===== src/rtl/i2s_video_rx.sv =====
// i2s_video_rx
//   Receive side of the monochrome I2S video link. The serial stream is
//   oversampled on mclk and rebuilt into 8-bit grey pixels, MSB first. Each
//   pixel is tagged with start-of-frame and end-of-line flags. End of frame
//   is detected when bclk stays inactive. Pixels wait in a small FIFO that
//   has a valid/ready output.
//
// Ports
//   mclk         system clock, at least 4x the i2s_bclk frequency
//   reset        synchronous active-low reset
//   i2s_bclk     serial bit clock, gated low between frames
//   i2s_ws       word select, toggles on pixel boundaries
//   i2s_data     serial pixel data, MSB first
//   pixel_data   grey pixel at the FIFO head
//   pixel_sof    head pixel is the first pixel of a frame
//   pixel_eol    head pixel is the last pixel of a line
//   pixel_valid  FIFO not empty
//   pixel_ready  consumer accepts the head pixel when valid && ready
//   frame_done   one-cycle pulse when a frame ends
//   overflow     sticky; a pixel was dropped because the FIFO was full
//
// State table
//   state | meaning
//   IDLE  | no frame in progress; the first bclk rise starts a frame
//   RECV  | frame in progress; bclk inactivity is timed to find its end

module i2s_video_rx #(
    parameter int IMG_W        = 640,
    parameter int IDLE_TIMEOUT = 64,
    parameter int FIFO_DEPTH   = 4
) (
    input  logic       mclk,
    input  logic       reset,
    input  logic       i2s_bclk,
    input  logic       i2s_ws,
    input  logic       i2s_data,
    output logic [7:0] pixel_data,
    output logic       pixel_sof,
    output logic       pixel_eol,
    output logic       pixel_valid,
    input  logic       pixel_ready,
    output logic       frame_done,
    output logic       overflow
);

    localparam int XW = (IMG_W > 1) ? $clog2(IMG_W) : 1;
    localparam int IW = (IDLE_TIMEOUT > 1) ? $clog2(IDLE_TIMEOUT) : 1;
    localparam int PW = (FIFO_DEPTH > 1) ? $clog2(FIFO_DEPTH) : 1;
    localparam int CW = PW + 1;

    localparam logic [XW-1:0] X_LAST    = XW'(IMG_W - 1);
    localparam logic [IW-1:0] IDLE_LAST = IW'(IDLE_TIMEOUT - 1);
    localparam logic [IW-1:0] IDLE_MAX  = '1;
    localparam logic [CW-1:0] FIFO_FULL = CW'(FIFO_DEPTH);

    localparam logic [0:0] ST_IDLE = 1'b0;
    localparam logic [0:0] ST_RECV = 1'b1;

    // Input synchronisers. The third bclk stage is used only to detect edges.
    logic bclk_s1_q, bclk_s1_d;
    logic bclk_s2_q, bclk_s2_d;
    logic bclk_s3_q, bclk_s3_d;
    logic ws_s1_q, ws_s1_d;
    logic ws_s2_q, ws_s2_d;
    logic data_s1_q, data_s1_d;
    logic data_s2_q, data_s2_d;

    // Deserialiser and frame tracking.
    logic [0:0]    state_q, state_d;
    logic          last_ws_q, last_ws_d;
    logic [7:0]    shift_q, shift_d;
    logic [2:0]    bit_cnt_q, bit_cnt_d;
    logic [XW-1:0] x_q, x_d;
    logic [IW-1:0] idle_cnt_q, idle_cnt_d;
    logic          sof_flag_q, sof_flag_d;
    logic          frame_done_q, frame_done_d;
    logic          overflow_q, overflow_d;

    // FIFO. Each entry holds {sof, eol, pixel}.
    logic [9:0]    mem_q [FIFO_DEPTH];
    logic [9:0]    mem_d [FIFO_DEPTH];
    logic [PW-1:0] wr_ptr_q, wr_ptr_d;
    logic [PW-1:0] rd_ptr_q, rd_ptr_d;
    logic [CW-1:0] count_q, count_d;

    logic          rise;
    logic          ws_edge;
    logic          byte_done;
    logic          sof_cur;
    logic [XW-1:0] x_cur;
    logic          push;
    logic [9:0]    push_word;
    logic          pop;
    logic          full;
    logic          wr_en;

    assign rise    = bclk_s2_q & ~bclk_s3_q;
    assign ws_edge = (ws_s2_q != last_ws_q);

    always_comb begin
        bclk_s1_d = i2s_bclk;
        bclk_s2_d = bclk_s1_q;
        bclk_s3_d = bclk_s2_q;
        ws_s1_d   = i2s_ws;
        ws_s2_d   = ws_s1_q;
        data_s1_d = i2s_data;
        data_s2_d = data_s1_q;
    end

    always_comb begin
        state_d      = state_q;
        last_ws_d    = last_ws_q;
        shift_d      = shift_q;
        bit_cnt_d    = bit_cnt_q;
        x_d          = x_q;
        idle_cnt_d   = idle_cnt_q;
        sof_flag_d   = sof_flag_q;
        frame_done_d = 1'b0;
        byte_done    = 1'b0;
        push         = 1'b0;
        push_word    = '0;

        // The rise that starts a frame sees the new sof/x values directly.
        // This keeps the tags right even if that rise also completes a byte.
        sof_cur = (state_q == ST_IDLE) ? 1'b1 : sof_flag_q;
        x_cur   = (state_q == ST_IDLE) ? '0   : x_q;

        if (rise) begin
            shift_d    = {shift_q[6:0], data_s2_q};
            last_ws_d  = ws_s2_q;
            idle_cnt_d = '0;

            if (state_q == ST_IDLE) begin
                state_d    = ST_RECV;
                sof_flag_d = 1'b1;
                x_d        = '0;
            end

            // A ws change marks the MSB of a new pixel. Any bits already
            // shifted in are discarded.
            if (ws_edge) begin
                bit_cnt_d = 3'd1;
            end else if (bit_cnt_q == 3'd7) begin
                byte_done = 1'b1;
                bit_cnt_d = 3'd0;
            end else begin
                bit_cnt_d = bit_cnt_q + 3'd1;
            end

            // x advances even when the FIFO drops the pixel. This keeps
            // later eol tags aligned with the line.
            if (byte_done) begin
                push       = 1'b1;
                push_word  = {sof_cur, (x_cur == X_LAST), shift_d};
                sof_flag_d = 1'b0;
                x_d        = (x_cur == X_LAST) ? '0 : x_cur + 1'b1;
            end
        end else if (state_q == ST_RECV) begin
            if (idle_cnt_q == IDLE_LAST) begin
                frame_done_d = 1'b1;
                state_d      = ST_IDLE;
                bit_cnt_d    = 3'd0;
                shift_d      = 8'd0;
                x_d          = '0;
                idle_cnt_d   = '0;
                sof_flag_d   = 1'b0;
            end else if (idle_cnt_q != IDLE_MAX) begin
                idle_cnt_d = idle_cnt_q + 1'b1;
            end
        end
    end

    assign pop   = (count_q != '0) && pixel_ready;
    assign full  = (count_q == FIFO_FULL);
    // When the FIFO is full, a pop in the same cycle frees the slot, so the push still fits.
    assign wr_en = push && (!full || pop);

    always_comb begin
        mem_d      = mem_q;
        wr_ptr_d   = wr_ptr_q;
        rd_ptr_d   = rd_ptr_q;
        count_d    = count_q;
        overflow_d = overflow_q | (push && full && !pop);

        if (wr_en) begin
            mem_d[wr_ptr_q] = push_word;
            wr_ptr_d        = wr_ptr_q + 1'b1;
        end
        if (pop) begin
            rd_ptr_d = rd_ptr_q + 1'b1;
        end

        case ({wr_en, pop})
            2'b10:   count_d = count_q + 1'b1;
            2'b01:   count_d = count_q - 1'b1;
            default: count_d = count_q;
        endcase
    end

    always_ff @(posedge mclk) begin
        if (!reset) begin
            bclk_s1_q    <= 1'b0;
            bclk_s2_q    <= 1'b0;
            bclk_s3_q    <= 1'b0;
            ws_s1_q      <= 1'b0;
            ws_s2_q      <= 1'b0;
            data_s1_q    <= 1'b0;
            data_s2_q    <= 1'b0;
            state_q      <= ST_IDLE;
            last_ws_q    <= 1'b0;
            shift_q      <= 8'd0;
            bit_cnt_q    <= 3'd0;
            x_q          <= '0;
            idle_cnt_q   <= '0;
            sof_flag_q   <= 1'b0;
            frame_done_q <= 1'b0;
            overflow_q   <= 1'b0;
            wr_ptr_q     <= '0;
            rd_ptr_q     <= '0;
            count_q      <= '0;
            for (int i = 0; i < FIFO_DEPTH; i++) begin
                mem_q[i] <= '0;
            end
        end else begin
            bclk_s1_q    <= bclk_s1_d;
            bclk_s2_q    <= bclk_s2_d;
            bclk_s3_q    <= bclk_s3_d;
            ws_s1_q      <= ws_s1_d;
            ws_s2_q      <= ws_s2_d;
            data_s1_q    <= data_s1_d;
            data_s2_q    <= data_s2_d;
            state_q      <= state_d;
            last_ws_q    <= last_ws_d;
            shift_q      <= shift_d;
            bit_cnt_q    <= bit_cnt_d;
            x_q          <= x_d;
            idle_cnt_q   <= idle_cnt_d;
            sof_flag_q   <= sof_flag_d;
            frame_done_q <= frame_done_d;
            overflow_q   <= overflow_d;
            wr_ptr_q     <= wr_ptr_d;
            rd_ptr_q     <= rd_ptr_d;
            count_q      <= count_d;
            mem_q        <= mem_d;
        end
    end

    // The head entry holds its value until it is popped. The memory is
    // cleared at reset, so the head reads 0 after reset.
    assign {pixel_sof, pixel_eol, pixel_data} = mem_q[rd_ptr_q];
    assign pixel_valid = (count_q != '0);
    assign frame_done  = frame_done_q;
    assign overflow    = overflow_q;

endmodule

===== config.mk =====
export PLATFORM = sky130hd
export DESIGN_NAME = i2s_video_rx
export DESIGN_NICKNAME = d
export VERILOG_FILES = /design/src/rtl/i2s_video_rx.sv
export SDC_FILE = /design/constraint.sdc
export NUM_CORES = 1
export LEC_CHECK = 0
export ABC_AREA = 1
export ABC_CLOCK_PERIOD_IN_PS = 2200
export CORE_MARGIN = 5
export CORE_UTILIZATION = 35
export DETAILED_ROUTE_END_ITERATION = 10
export DONT_BUFFER_PORTS = 1
export GPL_TIMING_DRIVEN = 0
export HOLD_SLACK_MARGIN = 0.03
export PLACE_DENSITY = 0.61
export SLEW_MARGIN = 20
export SYNTH_ARGS = -nofsm -noshare
export SYNTH_HDL_FRONTEND = slang
export SYNTH_SLANG_ARGS = --single-unit

===== constraint.sdc =====
create_clock -name mclk -period 2.2 [get_ports mclk]
set_clock_uncertainty 0.2 [all_clocks]
set_input_delay 0.22 -clock mclk [delete_from_list [all_inputs] [get_ports mclk]]
set_output_delay 0.22 -clock mclk [all_outputs]
set_load 0.03 [all_outputs]

# Word-level counts from Yosys, hierarchy flattened

Index checks and enable logic that the tools add are counted.

Register bits after elaboration: 85
Bits of input ports: 6
Output and inout port bits: 13
Logic and storage cells: 104

$add $sub $neg: 7
$lt $le $gt $ge: 3
Equality and inequality tests: 8
Multiplexer cells: 39
Bitwise operators: 7
Reduce and logical (&&, ||, !) cells: 17

Operators by type and width:

| cell                    | count |
|---|---|
| $mux W10                | 11 |
| $bwmux W40              | 1 |
| $mux W7                 | 3 |
| $bmux W10 S2            | 1 |
| $demux W10 S2           | 1 |
| $mux W3                 | 5 |
| $mux W1                 | 14 |
| $mux W6                 | 2 |
| $add A10 B1 Y10 const B | 1 |
| $eq A10 B10 Y1 const B  | 1 |
| $reduce_bool A2 Y1      | 4 |
| $add A3 B1 Y3 const B   | 2 |
| $add A6 B1 Y6 const B   | 1 |
| $eq A3 B3 Y1 const B    | 2 |
| $eq A6 B6 Y1 const B    | 1 |
| $ge A3 B3 Y1 const B    | 2 |
| $ne A6 B6 Y1 const B    | 1 |
| $not A2 Y3              | 2 |
| $pmux W3 S2             | 1 |
| $logic_and A1 B1 Y1     | 5 |
| $add A2 B1 Y2 const B   | 2 |
| $reduce_and A2 Y1       | 2 |
| $lt A3 B1 Y1 const B    | 1 |
| $not A1 Y1              | 3 |
| other kinds (11)        | 12 |

# Logic depth before layout (Yosys ltp)

Gate-level depths: netlist of the first run.

Depth after elaboration: 9
Gate-level depth with buffers: 15
Gate-level depth less buffers: 13

# Worst setup path after synthesis of the first run

OpenSTA, ideal clock, no wires.

Path type: reg2reg
Start point: reg bit_cnt_q[0]
End point: reg count_q[2]
Library setup time: 0.115 ns
Arrival: 1.850 ns
Required time: 1.885 ns
Slack: 0.035 ns
Stages on the path, launching flop included: 12
Path buffers: 0
Period minus slack after synthesis: 2.165 ns
Path through: dfxtp_1 > ha_1 > ha_1 > inv_1 > nor2_4 > nand2_1 > nand2_1 > inv_1 > fa_1 > nand3b_1 > a21oi_1 > nor2_1

Longest elaborated chain between the ends: 9
Elaborated cells between the ends (all ways): 11
Those cells by class: eq/ne (3); mux (6); reduce/logical (2)

RTL lines:

| what                                              | RTL line | text |
|---|---|---|
| start, declared                                   | 72       | `logic [2:0] bit_cnt_q, bit_cnt_d;` |
| start signal, assigned                            | 235      | `bit_cnt_q <= bit_cnt_d;` |
| $eq A3 B3 Y1 *                                    | 143      | `end else if (bit_cnt_q == 3'd7) begin` |
| $mux W1 *                                         | 143      |  |
| $mux W1 *                                         | 141      | `if (ws_edge) begin` |
| $mux W1 *                                         | 128      | `if (rise) begin` |
| $mux W1 *                                         | 152      | `if (byte_done) begin` |
| $mux W1 *                                         | 128      |  |
| $logic_and A1 B1 Y1 *                             | 176      | `assign wr_en = push && (!full \|\| pop);` |
| $eq A2 B1 Y1 or $eq A2 B2 Y1 (tied branches)      | 193      | `case ({wr_en, pop})` |
| $pmux W3 S2 or $reduce_bool A2 Y1 (tied branches) | -        |  |
| end signal, assigned                              | 243      | `count_q <= count_d;` |
| end, declared                                     | 84       | `logic [CW-1:0] count_q, count_d;` |

Mark *: on every way between the ends. The rest lies on a longest branch, timed or not. The select of a mux whose other input is x is not followed.
A chain may end at the register's enable or synchronous reset.

# Worst setup path in the final report of the first run

Start point: reg rd_ptr_q[0]
End point: out pixel_data[3]

Longest elaborated chain between the ends: 4

RTL lines:

| what                                        | RTL line | text |
|---|---|---|
| start, declared                             | 83       | `logic [PW-1:0] rd_ptr_q, rd_ptr_d;` |
| start signal, assigned                      | 242      | `rd_ptr_q <= rd_ptr_d;` |
| $not A2 Y3 (not written as such)            | 250      | `assign {pixel_sof, pixel_eol, pixel_data} = mem_q[rd_ptr_q];` |
| $bmux W10 S2                                | 250      |  |
| $mux W10 (not written as such) (2 in a row) | 250      |  |
| end, declared                               | 37       | `output logic [7:0] pixel_data,` |

Every way passes these cells. The select of a mux whose other input is x is not followed.

==> results.json, run 1 <==
{
  "gr-total-overflow": 0,
  "cts_tree": "done",
  "numCtsBuffers": 9,
  "die_w_um": 115,
  "diodes": 0,
  "p_sw_frac": 0.315,
  "p_int_w": 0.00241,
  "synthSimpleGateAreaFrac": 0.262,
  "initialDrtViolationCount": 222,
  "vias_per_cell": 4.98,
  "synth_area_um2": 3850,
  "worst-setup-path-type": "flip-flop to output pin",
  "wire_per_inst_um": 13.5,
  "grt.met1_usage": 0.192,
  "ys_seq_area_frac": 0.442,
  "synth.area.top_cells": "dfxtp_1 44%, nor2_1 9.8%, nand2_1 8.1%",
  "timing.fmax_mhz": 483,
  "place_ws_ps": -242,
  "hold_viol_final": 0,
  "rows": 38,
  "pwr-share-comb": 0.189,
  "start_kind": "flip-flop",
  "clkSinkCount": 85,
  "synthAdderAreaFrac": 0.0312,
  "fillCellCount": 1102,
  "grt_pass1_wl_um": 15600,
  "arrival_ps": 1650,
  "grt_use_total": 0.148,
  "synthXorXnorAreaFrac": 0.0114,
  "firstDrtPassIters": 5,
  "vias": 3450,
  "ys.flop_type": "dfxtp_1",
  "status": "complete, no violations",
  "crit_path_max_fanout": 10,
  "detail-route-antenna-nets": 0,
  "period_minus_slack_ps": 2070,
  "synth_edf_count": 0,
  "synth_cells": 530,
  "ioPinCount": 19,
  "fin_crit_sh": 0.942,
  "dp_hpwl_um": 6490,
  "ys_ff_latch": 85,
  "grtUsageMet3": 0.0253,
  "fin_nets": 563,
  "grt_pass1_vias": 3247,
  "hold_ws_ps": 125,
  "areaGrowthSynthToFinish_pct": 17.0,
  "synth_top_cell_area_share": 0.442,
  "top_usage_layer": "met2",
  "synth.distinct_cells": 32,
  "maxCapViolCount": 0,
  "hold_class": "input port to flip-flop",
  "multiInputGateArea_um2": 1960,
  "ctsHtreeMaxLevel": 3,
  "drive_gt1_frac": 0.161,
  "p_sw_w": 0.00111,
  "syn-num-nets": 545,
  "seq_area_um2": 1700,
  "ys_warn_count": 0,
  "synth_compound_area_frac": 0.160,
  "p_per_area_nw_per_um2": 782,
  "async_flop_share": 0,
  "worstHoldPathCells": 5,
  "clockBufferDepth": 2,
  "cts_root_buffer": "clkbuf_8",
  "core_um2": 10800,
  "clockPowerShare": 0.350,
  "portBuffers": 0,
  "synth_top_family_by_area": "simple AND/OR/NAND/NOR gates",
  "grt_max_degree": 16,
  "drc": 0,
  "die_h_um": 115,
  "antenna_found_initial": 0,
  "rsz0062_at_grt": "yes",
  "power_leakage_nw": 1.90,
  "critPathCaptureType": "output pin",
  "gp_congestion": 0.853,
  "clk_pin_slew_worst_paths_ps": 90,
  "wl_um": 9340,
  "worst_slew_pin_slew_ps": 564,
  "synth_top_area_cell": "dfxtp_1",
  "worst_slack_ps": 128,
  "setup_viol": 0,
  "die-area_um2": 13200,
  "avgSynthCellArea_um2": 7.26,
  "fin_setup_tns_ps": 0,
  "start_util": 0.357,
  "sequentialPowerShare": 0.461,
  "drv_slew": 0,
  "cp.required_ps": 1780,
  "slew_headroom": 0.624,
  "peakVddDrop_v": 0.000644,
  "reg2reg_depth": 12,
  "clock_latency_ps": 360,
  "synth_mux_area_frac": 0,
  "grtUsageMet2": 0.243
}
final timing paths:
check / from / end / slack, ps
worst max-delay path: rd_ptr_q[0]$_SDFFE_PN0N_ / pixel_data[3] / 130
worst min-delay path: pixel_ready / overflow$_SDFF_PN0_ / 120
worst max register to register: bit_cnt_q[0]$_SDFFE_PN0P_ / count_q[2]$_SDFFE_PN0P_ / 140
worst min register to register: ws_s1_q$_SDFF_PN0_ / ws_s2_q$_SDFF_PN0_ / 220
metal layers:
layer / wire [µm] / part of all wire / vias up
met1: 4400 / 0.47 / 1604
met5: 0 / 0 / -
li1: - / - / 1733
met3: 427 / 0.046 / 14
met4: 155 / 0.017 / 0
met2: 4360 / 0.47 / 99
registers in the layout, summed over array words and instances (netlist names), 2 cells and up:
name,cells
mem_q,40
wr_ptr_q,2
shift_q,7
bit_cnt_q,3
rd_ptr_q,2
x_q,10
idle_cnt_q,6
count_q,3
cells in the mapped netlist, types with 3 or more instances:
master    instances
nand2_1          83
nor2_1          100
nand2_2           8
o22ai_1           9
inv_2            11
a21oi_1          34
ha_1              8
clkbuf_1         10
nand3_1          11
o21ai_0          25
nand4_1           7
o21ai_1          47
xor2_1            3
buf_6             4
inv_1            55
nor2_4            8
dfxtp_1          85
kinds of logic (layout without fill, tap and decap cells):
family / count (synthesis) / after routing
AO/OA/AOI/OAI: 119 / 119
XOR/XNOR: 5 / 5
AND/OR/NAND/NOR: 227 / 227
flip-flops: 85 / 85
adder cells (fa/ha/maj): 9 / 9
buffers and inverters: 85 / 108
stage by stage:
step                cell area, µm²  cells   util  total power [W]
finish                        4500    693  0.417          0.00352
global route                  4500    693  0.417          0.00370
CTS                           4450    693  0.412          0.00350
detailed placement            4020    670  0.373          0.00219
global placement              4020    670  0.373          0.00219
floorplan                     3850    530      -          0.00206
placed cells by master, fill, tap and decap left out, types with 6 or more instances in the layout:
master | netlist | final
nor2_1 | 100 | 98
dfxtp_1 | 85 | 83
nand2_1 | 83 | 76
inv_1 | 55 | 54
o21ai_1 | 47 | 49
a21oi_1 | 34 | 26
o21ai_0 | 25 | 23
nand2_2 | 8 | 13
inv_2 | 11 | 12
nand3_1 | 11 | 11
nor2_4 | 8 | 9
clkbuf_8 | 0 | 9
a21oi_4 | 0 | 8
nand4_1 | 7 | 7
o22ai_1 | 9 | 7
ha_1 | 8 | 6
power groups by stage:
stage | Sequential (W) | Clock (W) | Combinational [W]
6_report | 0.00162 | 0.00123 | 0.000665
5_1_grt | 0.00163 | 0.00134 | 0.000726
4_1_cts | 0.00162 | 0.00126 | 0.000623
3_5_place_dp | 0.00165 | 0 | 0.000542
3_3_place_gp | 0.00165 | 0 | 0.000537
2_1_floorplan | 0.00164 | 0 | 0.000416
area by class of cell:
cell class              count  area share
inverters                  66      0.0550
well taps                 140      0.0389
flip-flops and latches     85       0.378
clock buffers               9      0.0275
repair buffers              7      0.0144
plain buffers              19      0.0295
clock inverters             7      0.0220
multi-input cells         360       0.434
worst max-delay path: stages, from the launching register on:
cell and delay [ps]:
dfxtp_1 360, inv_1 80, buf_2 220, buf_4 230, nand2_1 110, a21oi_4 280
repair_timing:
item,4_1_cts,5_1_grt
endpoints found under the setup margin,13,22
pin swaps,2,6
gates resized for setup,31,23
buffers inserted,2,0
hold buffers,5,0
hold endpoints to repair,12,0
Note: power is estimated with default switching activity, not from simulation.
==> inputs of run 2 (changes only) <==
Settings changed: CORE_MARGIN 5 to 3.
==> run 2 against run 1 <==
Against the previous run:
- clock power shrank 14%
- flip-flop and latch count is the same
- hold slack lost 21 ps
- register-to-register slack lost 20 ps
- non-clock buffer count is the same
- via count shrank 2.6%
- largest cell class unchanged
==> results.json, run 2 (synthesized netlist as in run 1, its figures left out) <==
{
  "placedCellCount": 666,
  "vias_per_cell": 4.88,
  "start_kind": "flip-flop",
  "core_um2": 10500,
  "clk_pin_slew_worst_paths_ps": 80,
  "maxCapViolCount": 0,
  "period_minus_slack_ps": 2090,
  "top_regs": "mem_q: 40 flops, x_q: 10 flops, shift_q: 7 flops",
  "peakVddDrop_v": 0.000582,
  "hold_viol_final": 0,
  "die-area_um2": 12300,
  "largest_reg_flops": 40,
  "cp_slowest_cell": "dfxtp_1",
  "initialDrtViolationCount": 164,
  "top_register": "mem_q",
  "finalPower_w": 0.00331,
  "p_per_area_nw_per_um2": 745,
  "fin_crit_sh": 0.948,
  "antenna_found_initial": 0,
  "die_h_um": 111,
  "wl_um": 9060,
  "gp_congestion": 0.813,
  "rows": 37,
  "hold_class": "input port to flip-flop",
  "worst-setup-path-type": "flip-flop to output pin",
  "hold_ws_ps": 104,
  "p_int_w": 0.00227,
  "timing.fmax_mhz": 479,
  "cts_tree": "done",
  "grt_use_total": 0.154,
  "setup_viol": 0,
  "wire_per_inst_um": 13.2,
  "areaGrowthSynthToFinish_pct": 15.5,
  "numCtsBuffers": 9,
  "grt_max_degree": 14,
  "firstDrtPassIters": 4,
  "drv_slew": 0,
  "clkSinkCount": 85,
  "dp_hpwl_um": 6390,
  "cp_top_family": "buffers and inverters",
  "stdcell_count": 688,
  "worst_slack_ps": 114,
  "cts_root_buffer": "clkbuf_8",
  "power_leakage_nw": 1.92,
  "crit_path_max_incr_delay_ps": 350,
  "crit_buf_inv": 3,
  "grt_pass1_vias": 3198,
  "vias": 3359,
  "gr-total-overflow": 0,
  "pwr-share-comb": 0.191,
  "diodes": 0,
  "mostFrequentLayoutCells": "97 x nor2_1, 82 x dfxtp_1, 76 x nand2_1",
  "slew_headroom": 0.620,
  "place_ws_ps": -214,
  "ioPinCount": 19,
  "worstPathCellList": "inv_1 > clkbuf_2 > clkbuf_4 > nand2_1 > a21oi_4",
  "portBuffers": 0,
  "p_sw_w": 0.00104,
  "drc": 0,
  "p_sw_frac": 0.315,
  "drive_gt1_frac": 0.159,
  "status": "complete, no violations",
  "crit_path_max_fanout": 10,
  "cp.required_ps": 1780,
  "worst_slew_pin_slew_ps": 570,
  "ctsHtreeMaxLevel": 3,
  "fin_nets": 563,
  "clockPowerShare": 0.320,
  "clock_latency_ps": 360,
  "arrival_ps": 1670,
  "rsz0062_at_grt": "yes",
  "fin_setup_tns_ps": 0,
  "grt_pass1_wl_um": 15400,
  "sequentialPowerShare": 0.489,
  "detail-route-antenna-nets": 0,
  "clockBufferDepth": 2,
  "start_util": 0.366,
  "layout_commonest_cell": "nor2_1",
  "die_w_um": 111,
  "critPathCaptureType": "output pin"
}
-- run 2: cell types whose count changed in the layout (fill, tap and decap cells not counted), sizes merged --
cell    change
buf         -2
bufinv      -1
clkbuf      +3
inv         -1
-- run 2: routing by layer --
layer | vias to the layer above | part of all wire | wire, µm | GRT usage
met4 | 0 | 0.016 | 142 | 0.0747
met3 | 11 | 0.040 | 359 | 0.0240
met5 | - | 0 | 0 | 0
li1 | 1732 | - | - | -
met2 | 62 | 0.47 | 4270 | 0.245
met1 | 1554 | 0.47 | 4290 | 0.204
-- run 2: through the flow --
stage               instance area [µm²]  utilization
floorplan                          3850            -
finish                             4450        0.423
global route                       4450        0.423
global placement                   4020        0.382
CTS                                4340        0.413
detailed placement                 4020        0.382
-- run 2: worst paths after layout --
kind         cells after the start                      start                       to  slack, ps
min                              5                pixel_ready      overflow$_SDFF_PN0_        100
max reg2reg                     11  bit_cnt_q[1]$_SDFFE_PN0P_  count_q[2]$_SDFFE_PN0P_        120
min reg2reg                      2       bclk_s1_q$_SDFF_PN0_     bclk_s2_q$_SDFF_PN0_        210
max                              5   rd_ptr_q[0]$_SDFFE_PN0N_            pixel_data[5]        110
-- run 2: timing repair --
| action | CTS | global route |
|---|---|---|
| buffers inserted | 2 | 0 |
| setup endpoints to repair | 18 | 26 |
| gates resized for setup | 22 | 32 |
| pin swaps | 1 | 5 |
| hold endpoints to repair | 12 | 0 |
| hold buffers | 5 | 0 |
-- run 2: power by group through the flow --
stage / sequential (W) / combinational (W) / clock [W]
floorplan: 0.00164 / 0.000416 / 0
global placement: 0.00165 / 0.000524 / 0
detailed placement: 0.00165 / 0.000535 / 0
CTS: 0.00161 / 0.000594 / 0.00109
global route: 0.00163 / 0.000701 / 0.00116
finish: 0.00162 / 0.000633 / 0.00106
-- run 2: area by class of cell --
cell class | instances | area, µm²
plain buffers | 19 | 133
fillers | 1036 | 6060
flip-flops and latches | 85 | 1710
repair buffers | 7 | 65.1
clock buffers | 10 | 128
multi-input cells | 360 | 1950
inverters | 66 | 248
well taps | 136 | 170
clock inverters | 5 | 52.6
-- run 2: tightest hold or removal path: cells and delay by family --
kind	cells	cell delay [ps]
AND/OR/NAND/NOR	4	380
buffers and inverters	1	20
